`src/rtl/csa_key_sched_ctrl_if.sv`:
```
// Control-word / round-key bus of csa_key_sched_ctrl.
// master = loader + datapath side, slave = key-schedule controller.
interface csa_key_sched_ctrl_if;
  logic         i_ck_valid;
  logic         o_ck_ready;
  logic [63:0]  i_ck;
  logic         i_ck_odd;
  logic         i_sel_odd;
  logic [447:0] o_kk;
  logic         o_kk_valid;
  logic         o_busy;
  logic         o_done;

  modport master (
    output i_ck_valid, i_ck, i_ck_odd, i_sel_odd,
    input  o_ck_ready, o_kk, o_kk_valid, o_busy, o_done
  );

  modport slave (
    input  i_ck_valid, i_ck, i_ck_odd, i_sel_odd,
    output o_ck_ready, o_kk, o_kk_valid, o_busy, o_done
  );
endinterface

```
`src/rtl/csa_key_sched_ctrl.sv`:
```
// Iterative CSA key-schedule controller: 7 key_perm rounds into a staging vector, atomic bank commit.
// Define CSA_KEY_SCHED_DUAL_BANK_EN for even/odd banks; otherwise a single bank is used.
module csa_key_sched_ctrl (
  input logic                 i_clk,
  input logic                 i_rst,
  csa_key_sched_ctrl_if.slave bus
);

  typedef enum logic [1:0] {
    IDLE   = 2'd0,
    PERM   = 2'd1,
    COMMIT = 2'd2
  } state_t;

  // Destination (1-based) of key bit i, bits numbered MSB-first as in the CSA reference
  localparam logic [6:0] KEY_PERM [64] = '{
    7'd18, 7'd36, 7'd9,  7'd7,  7'd42, 7'd49, 7'd29, 7'd21,
    7'd28, 7'd54, 7'd62, 7'd50, 7'd19, 7'd33, 7'd59, 7'd64,
    7'd24, 7'd20, 7'd37, 7'd39, 7'd2,  7'd53, 7'd27, 7'd1,
    7'd34, 7'd4,  7'd13, 7'd14, 7'd57, 7'd40, 7'd26, 7'd41,
    7'd51, 7'd35, 7'd52, 7'd12, 7'd22, 7'd48, 7'd30, 7'd58,
    7'd45, 7'd31, 7'd8,  7'd25, 7'd23, 7'd47, 7'd61, 7'd17,
    7'd60, 7'd5,  7'd56, 7'd43, 7'd11, 7'd6,  7'd10, 7'd44,
    7'd32, 7'd63, 7'd46, 7'd15, 7'd3,  7'd38, 7'd16, 7'd55
  };

  function automatic logic [63:0] key_perm(input logic [63:0] k);
    logic [63:0] r;
    int          j;
    r = 64'd0;
    for (int i = 0; i < 64; i++) begin
      j = int'(KEY_PERM[i]) - 1;
      r[63 - j] = k[63 - i];
    end
    return r;
  endfunction

  state_t       state_r;
  logic [63:0]  work_r;
  logic [447:0] staging_r;
  logic [7:0]   rnd_r;
  logic         done_r;
  logic [63:0]  perm_s;

`ifdef CSA_KEY_SCHED_DUAL_BANK_EN
  logic         tgt_r;
  logic [447:0] bank_r [2];
  logic [1:0]   valid_r;
`else
  logic [447:0] bank_r;
  logic         valid_r;
`endif

  assign perm_s = key_perm(work_r);

  // Sequencer: handshake, 7 permutation rounds, atomic bank commit
  always_ff @(posedge i_clk) begin
    if (i_rst) begin
      state_r   <= IDLE;
      work_r    <= 64'd0;
      staging_r <= 448'd0;
      rnd_r     <= 8'd0;
      done_r    <= 1'b0;
`ifdef CSA_KEY_SCHED_DUAL_BANK_EN
      tgt_r     <= 1'b0;
      bank_r[0] <= 448'd0;
      bank_r[1] <= 448'd0;
      valid_r   <= 2'b00;
`else
      bank_r    <= 448'd0;
      valid_r   <= 1'b0;
`endif
    end else begin
      done_r <= 1'b0;
      case (state_r)
        IDLE: begin
          if (bus.i_ck_valid) begin
            work_r  <= bus.i_ck;
            rnd_r   <= 8'd6;
            state_r <= PERM;
`ifdef CSA_KEY_SCHED_DUAL_BANK_EN
            tgt_r   <= bus.i_ck_odd;
`endif
          end
        end
        PERM: begin
          work_r <= perm_s;
          for (int s = 0; s < 7; s++) begin
            if (rnd_r == 8'(s)) begin
              staging_r[s*64 +: 64] <= perm_s ^ {8{rnd_r}};
            end
          end
          if (rnd_r == 8'd0) begin
            state_r <= COMMIT;
          end else begin
            rnd_r <= rnd_r - 8'd1;
          end
        end
        COMMIT: begin
`ifdef CSA_KEY_SCHED_DUAL_BANK_EN
          bank_r[tgt_r]  <= staging_r;
          valid_r[tgt_r] <= 1'b1;
`else
          bank_r  <= staging_r;
          valid_r <= 1'b1;
`endif
          done_r  <= 1'b1;
          state_r <= IDLE;
        end
        default: begin
          state_r <= IDLE;
        end
      endcase
    end
  end

  assign bus.o_ck_ready = (state_r == IDLE);
  assign bus.o_busy     = (state_r == PERM) || (state_r == COMMIT);
  assign bus.o_done     = done_r;

  // Bank read mux straight from registers; never touches the incoming control word
`ifdef CSA_KEY_SCHED_DUAL_BANK_EN
  assign bus.o_kk       = bank_r[bus.i_sel_odd];
  assign bus.o_kk_valid = valid_r[bus.i_sel_odd];
`else
  assign bus.o_kk       = bank_r;
  assign bus.o_kk_valid = valid_r;
`endif

endmodule
```
`src/flat_wrapper.sv`:
```
// flat-port wrapper written by rule: the top's interface ports become plain ports
module csa_key_sched_ctrl_flat 
  (i_clk, i_rst, bus_i_ck_valid, bus_i_ck, bus_i_ck_odd, bus_i_sel_odd, bus_o_ck_ready, bus_o_kk, bus_o_kk_valid, bus_o_busy, bus_o_done);
  csa_key_sched_ctrl_if bus_i ();
  input logic i_clk;
  input logic i_rst;
  input wire logic [$bits(bus_i.i_ck_valid)-1:0] bus_i_ck_valid;
  input wire logic [$bits(bus_i.i_ck)-1:0] bus_i_ck;
  input wire logic [$bits(bus_i.i_ck_odd)-1:0] bus_i_ck_odd;
  input wire logic [$bits(bus_i.i_sel_odd)-1:0] bus_i_sel_odd;
  output wire logic [$bits(bus_i.o_ck_ready)-1:0] bus_o_ck_ready;
  output wire logic [$bits(bus_i.o_kk)-1:0] bus_o_kk;
  output wire logic [$bits(bus_i.o_kk_valid)-1:0] bus_o_kk_valid;
  output wire logic [$bits(bus_i.o_busy)-1:0] bus_o_busy;
  output wire logic [$bits(bus_i.o_done)-1:0] bus_o_done;
  assign bus_i.i_ck_valid = bus_i_ck_valid;
  assign bus_i.i_ck = bus_i_ck;
  assign bus_i.i_ck_odd = bus_i_ck_odd;
  assign bus_i.i_sel_odd = bus_i_sel_odd;
  assign bus_o_ck_ready = bus_i.o_ck_ready;
  assign bus_o_kk = bus_i.o_kk;
  assign bus_o_kk_valid = bus_i.o_kk_valid;
  assign bus_o_busy = bus_i.o_busy;
  assign bus_o_done = bus_i.o_done;
  csa_key_sched_ctrl u_core (.i_clk(i_clk), .i_rst(i_rst), .bus(bus_i));
endmodule
```
`config.mk`:
```
export PLATFORM = sky130hd
export DESIGN_NAME = csa_key_sched_ctrl_flat
export DESIGN_NICKNAME = d
export VERILOG_FILES = /design/src/rtl/csa_key_sched_ctrl_if.sv /design/src/rtl/csa_key_sched_ctrl.sv /design/src/flat_wrapper.sv
export SDC_FILE = /design/constraint.sdc
export NUM_CORES = 2
export LEC_CHECK = 0
export BUFFER_PORTS_ARGS = -buffer_cell sky130_fd_sc_hd__clkbuf_2
export CAP_MARGIN = 20
export CORE_MARGIN = 4
export CORE_UTILIZATION = 35
export DETAILED_ROUTE_END_ITERATION = 12
export PLACE_DENSITY_LB_ADDON = 0.15
export SYNTH_ARGS = -nofsm -noshare
export SYNTH_HDL_FRONTEND = slang
export SYNTH_SLANG_ARGS = --single-unit
```
`constraint.sdc`:
```
create_clock -name i_clk -period 3 [get_ports i_clk]
set_input_delay 0.45 -clock i_clk [delete_from_list [all_inputs] [get_ports i_clk]]
set_output_delay 0.45 -clock i_clk [all_outputs]
set_load 0.05 [all_outputs]
```
==> impl_metrics.csv <==
group,metric,value,unit
power_and_ir_drop,cellPowerDensity,750,mW/mm^2
worst_hold_path,worst_hold_path_type,"primary input to register",
clock_tree,cts_hold_buf,0,
drt,final_antenna_net_count,0,
clock_tree,cts-buffers-inserted,106,
outcome,status,"finished, final reports clean",
placed_design,hpwl,73000,microns
yosys,asyncSetResetFlopFracSynth,0,%
worst_setup_path,crit_type,"register to register",
layout,area_delta_synth_final,22.8,%
yosys,synth_top_area_cells,"sky130_fd_sc_hd__dfxtp_1, sky130_fd_sc_hd__mux2i_1, sky130_fd_sc_hd__a211oi_1",
placed_design,finalWeightedCongestion,0.756,
layout,post-route-cell-area,0.0423,sq mm
timing,period_minus_slack,2370,ps
grt,number_of_antenna_violations_at_the_first_check_in_global_routing,25,
yosys,postSynthNetCount,3531,
worst_setup_path,cp-start-kind,"register",
worst_setup_path,cp_max_fo,34,
clock_tree,cts_max_level,3,
clock_tree,cts.sink_count,972,
power_and_ir_drop,p_leak,15.2,nW
clock_tree,cts_setup_buffers,0,
power_and_ir_drop,vdd_ir_drop_max,0.000470,V
die,floorplan.rows,114,
timing,final_max_slew_viol_count,0,
timing,fin_tns_setup,0,ps
die,start_util,35.5,%
grt,grt_pass1_wl,160000,microns
placed_design,port_buffers,518,
yosys,synth.distinct_cells,36,
grt,grt_max_degree,119,
layout,final_cells,5267,
clock_tree,cts-resized-gates,0,
worst_setup_path,worst-endpoint-required,3580,ps
timing,finalHoldViolations,0,
timing,rsz0062_at_grt,"no",
drt,routed_via_density,4.84,
timing,fin_worst_skew,21.4,ps
worst_setup_path,crit_arrival,2950,ps
yosys,yosysSeqAreaShare,56.5,%
yosys,synthDominantAreaCellType,"sky130_fd_sc_hd__dfxtp_1",
timing,final-setup-viol-count,0,
drt,vias,25471,
timing,min_period_over_period,79.1,%
clock_tree,tritoncts,"built",
drt,detail_route.wirelength,109000,microns
yosys,yosys_warnings,0,
timing,timing.fmax,421,MHz
layout,most_frequent_cells_in_the_layout,"sky130_fd_sc_hd__dfxtp_1, sky130_fd_sc_hd__nor2_1, sky130_fd_sc_hd__clkbuf_2",
yosys,yosys.area.top_type_share,56.5,%
clock_tree,cts_root_buf,"sky130_fd_sc_hd__clkbuf_16",
clock_tree,clock_slew_at_the_register_clock_pins_of_the_worst_setup_and_hold_paths,60,ps
timing,slew_headroom,24.6,%
timing,tightestPinTransition,1120,ps
yosys,synth-main-ff-cell,"sky130_fd_sc_hd__dfxtp_1",
grt,global_route.usage.total,20.4,%
layout,postLayoutCoreUtil,43.5,%
placed_design,postPlaceCellArea,0.0387,sq mm
clock_tree,insertion_delay,670,ps
yosys,synth-edff-count,0,
die,fp.dieArea,0.104,sq mm
clock_tree,largest_buffer_count_on_any_clock_path,3,
die,placeable_area,0.0971,sq mm
drt,detail_route.drc_violations,0,
die,die_w,322,microns
drt,drtPass1Iterations,5,
yosys,average_instance_area_after_synthesis,9.98,sq um
yosys,post_synth_instance_area,0.0345,sq mm
drt,avgRoutedWirePerCell,20.7,microns
grt,first_global_vias,23821,
yosys,synth_cells,3454,
die,die_h,322,microns
drt,drt_iter0_markers,1539,
run,max_cap_violations,0,
yosys,synth.ff_latch_count,972,
die,io-pin-count,521,
layout,drive_gt1_share,20.6,%
worst_setup_path,critPathCaptureType,"register",
layout,leading_cell_type_in_the_layout_fill_and_taps_excluded,"sky130_fd_sc_hd__dfxtp_1",
grt,overflow,0,
layout,layout.nets,3968,
placed_design,post-place-cells,5059,
-- final timing paths --
path                          from                    end  slack (ps)  cells after the start
min                   bus_i_ck[14]      u_core.work_r[14]          90                      3
max                u_core.rnd_r[7]   u_core.staging_r[94]         630                      6
max reg2reg        u_core.rnd_r[7]   u_core.staging_r[94]         630                      6
min reg2reg  u_core.staging_r[347]  u_core.staging_r[347]         450                      2
-- cell usage after synthesis (2+ instances only) --
cell,n
sky130_fd_sc_hd__buf_2,74
sky130_fd_sc_hd__or4_1,3
sky130_fd_sc_hd__xnor2_1,64
sky130_fd_sc_hd__and4_1,6
sky130_fd_sc_hd__nand3_1,2
sky130_fd_sc_hd__nor2_1,905
sky130_fd_sc_hd__nand2_1,109
sky130_fd_sc_hd__o31ai_1,3
sky130_fd_sc_hd__ha_1,8
sky130_fd_sc_hd__mux2i_1,513
sky130_fd_sc_hd__dfxtp_1,972
sky130_fd_sc_hd__buf_1,53
sky130_fd_sc_hd__clkbuf_1,173
sky130_fd_sc_hd__nand4_1,4
sky130_fd_sc_hd__buf_4,3
sky130_fd_sc_hd__nand2b_1,12
sky130_fd_sc_hd__o21ai_0,5
sky130_fd_sc_hd__a211oi_1,454
sky130_fd_sc_hd__a21oi_1,65
sky130_fd_sc_hd__nor2b_1,4
sky130_fd_sc_hd__inv_1,7
-- state kept, by name, indices dropped and copies added (netlist names) --
register / cells
u_core.rnd_r: 8
u_core.bus.o_done: 1
u_core.work_r: 64
u_core.bus.o_kk: 448
u_core.bus.o_kk_valid: 1
u_core.staging_r: 448
u_core.state_r: 2
-- cells by family (layout without fill, tap and decap cells) --
group                      Yosys count  in the layout  synth area share (%)
AOI/OAI and AO/OA                  534            534                  11.1
buffers and inverters              310            833                  3.68
other                                0             14                     0
DFF                                972            972                  56.5
and+or+nand+nor                   1051           1051                  11.8
xor gates and xnor gates            65             65                  1.65
muxes                              514            514                  14.9
adders and majority gates            8              8                 0.291
-- routing by layer --
metal	GRT usage (%)	part of all wire [%]	wire length, microns
met2	32.6	46	50000
met3	5.96	6.5	7070
met5	0	0.11	120
met4	4.78	1.6	1740
met1	27.3	46	49900
-- critical path, stage by stage, from the launching register on --
cell and delay, ps:
sky130_fd_sc_hd__dfxtp_1 470, sky130_fd_sc_hd__nor4_1 340, sky130_fd_sc_hd__buf_4 220, sky130_fd_sc_hd__and4_4 480
sky130_fd_sc_hd__buf_4 420, sky130_fd_sc_hd__nor2_1 80, sky130_fd_sc_hd__a211oi_1 230
-- layout make-up --
cell class | count | area, sq um
clock inverter | 43 | 536
timing repair buffer | 632 | 3780
multi-input combinational | 2172 | 13800
sequential | 972 | 19500
clock buffer | 151 | 3050
fill | 9545 | 54800
antenna | 14 | 35.0
inverter | 7 | 26.3
tap | 1276 | 1600
-- stage by stage --
step                      power [mW]  hold WS (ps)  setup WS (ps)
final                           31.7          90.1            627
after global routing            33.1          74.8            418
after CTS                       32.2          26.7            597
after detailed placement        18.7           448            605
after global placement          18.7           443            622
after floorplan                 16.7           432            779
-- power by group --
part           internal (mW)  leakage (nW)  switching, mW  total (mW)
registers               13.5          7.85          0.533        14.0
logic                   1.47          5.58           2.83        4.30
clock network           8.08          1.78           5.29        13.4
Power figures use the tool's default switching activity.
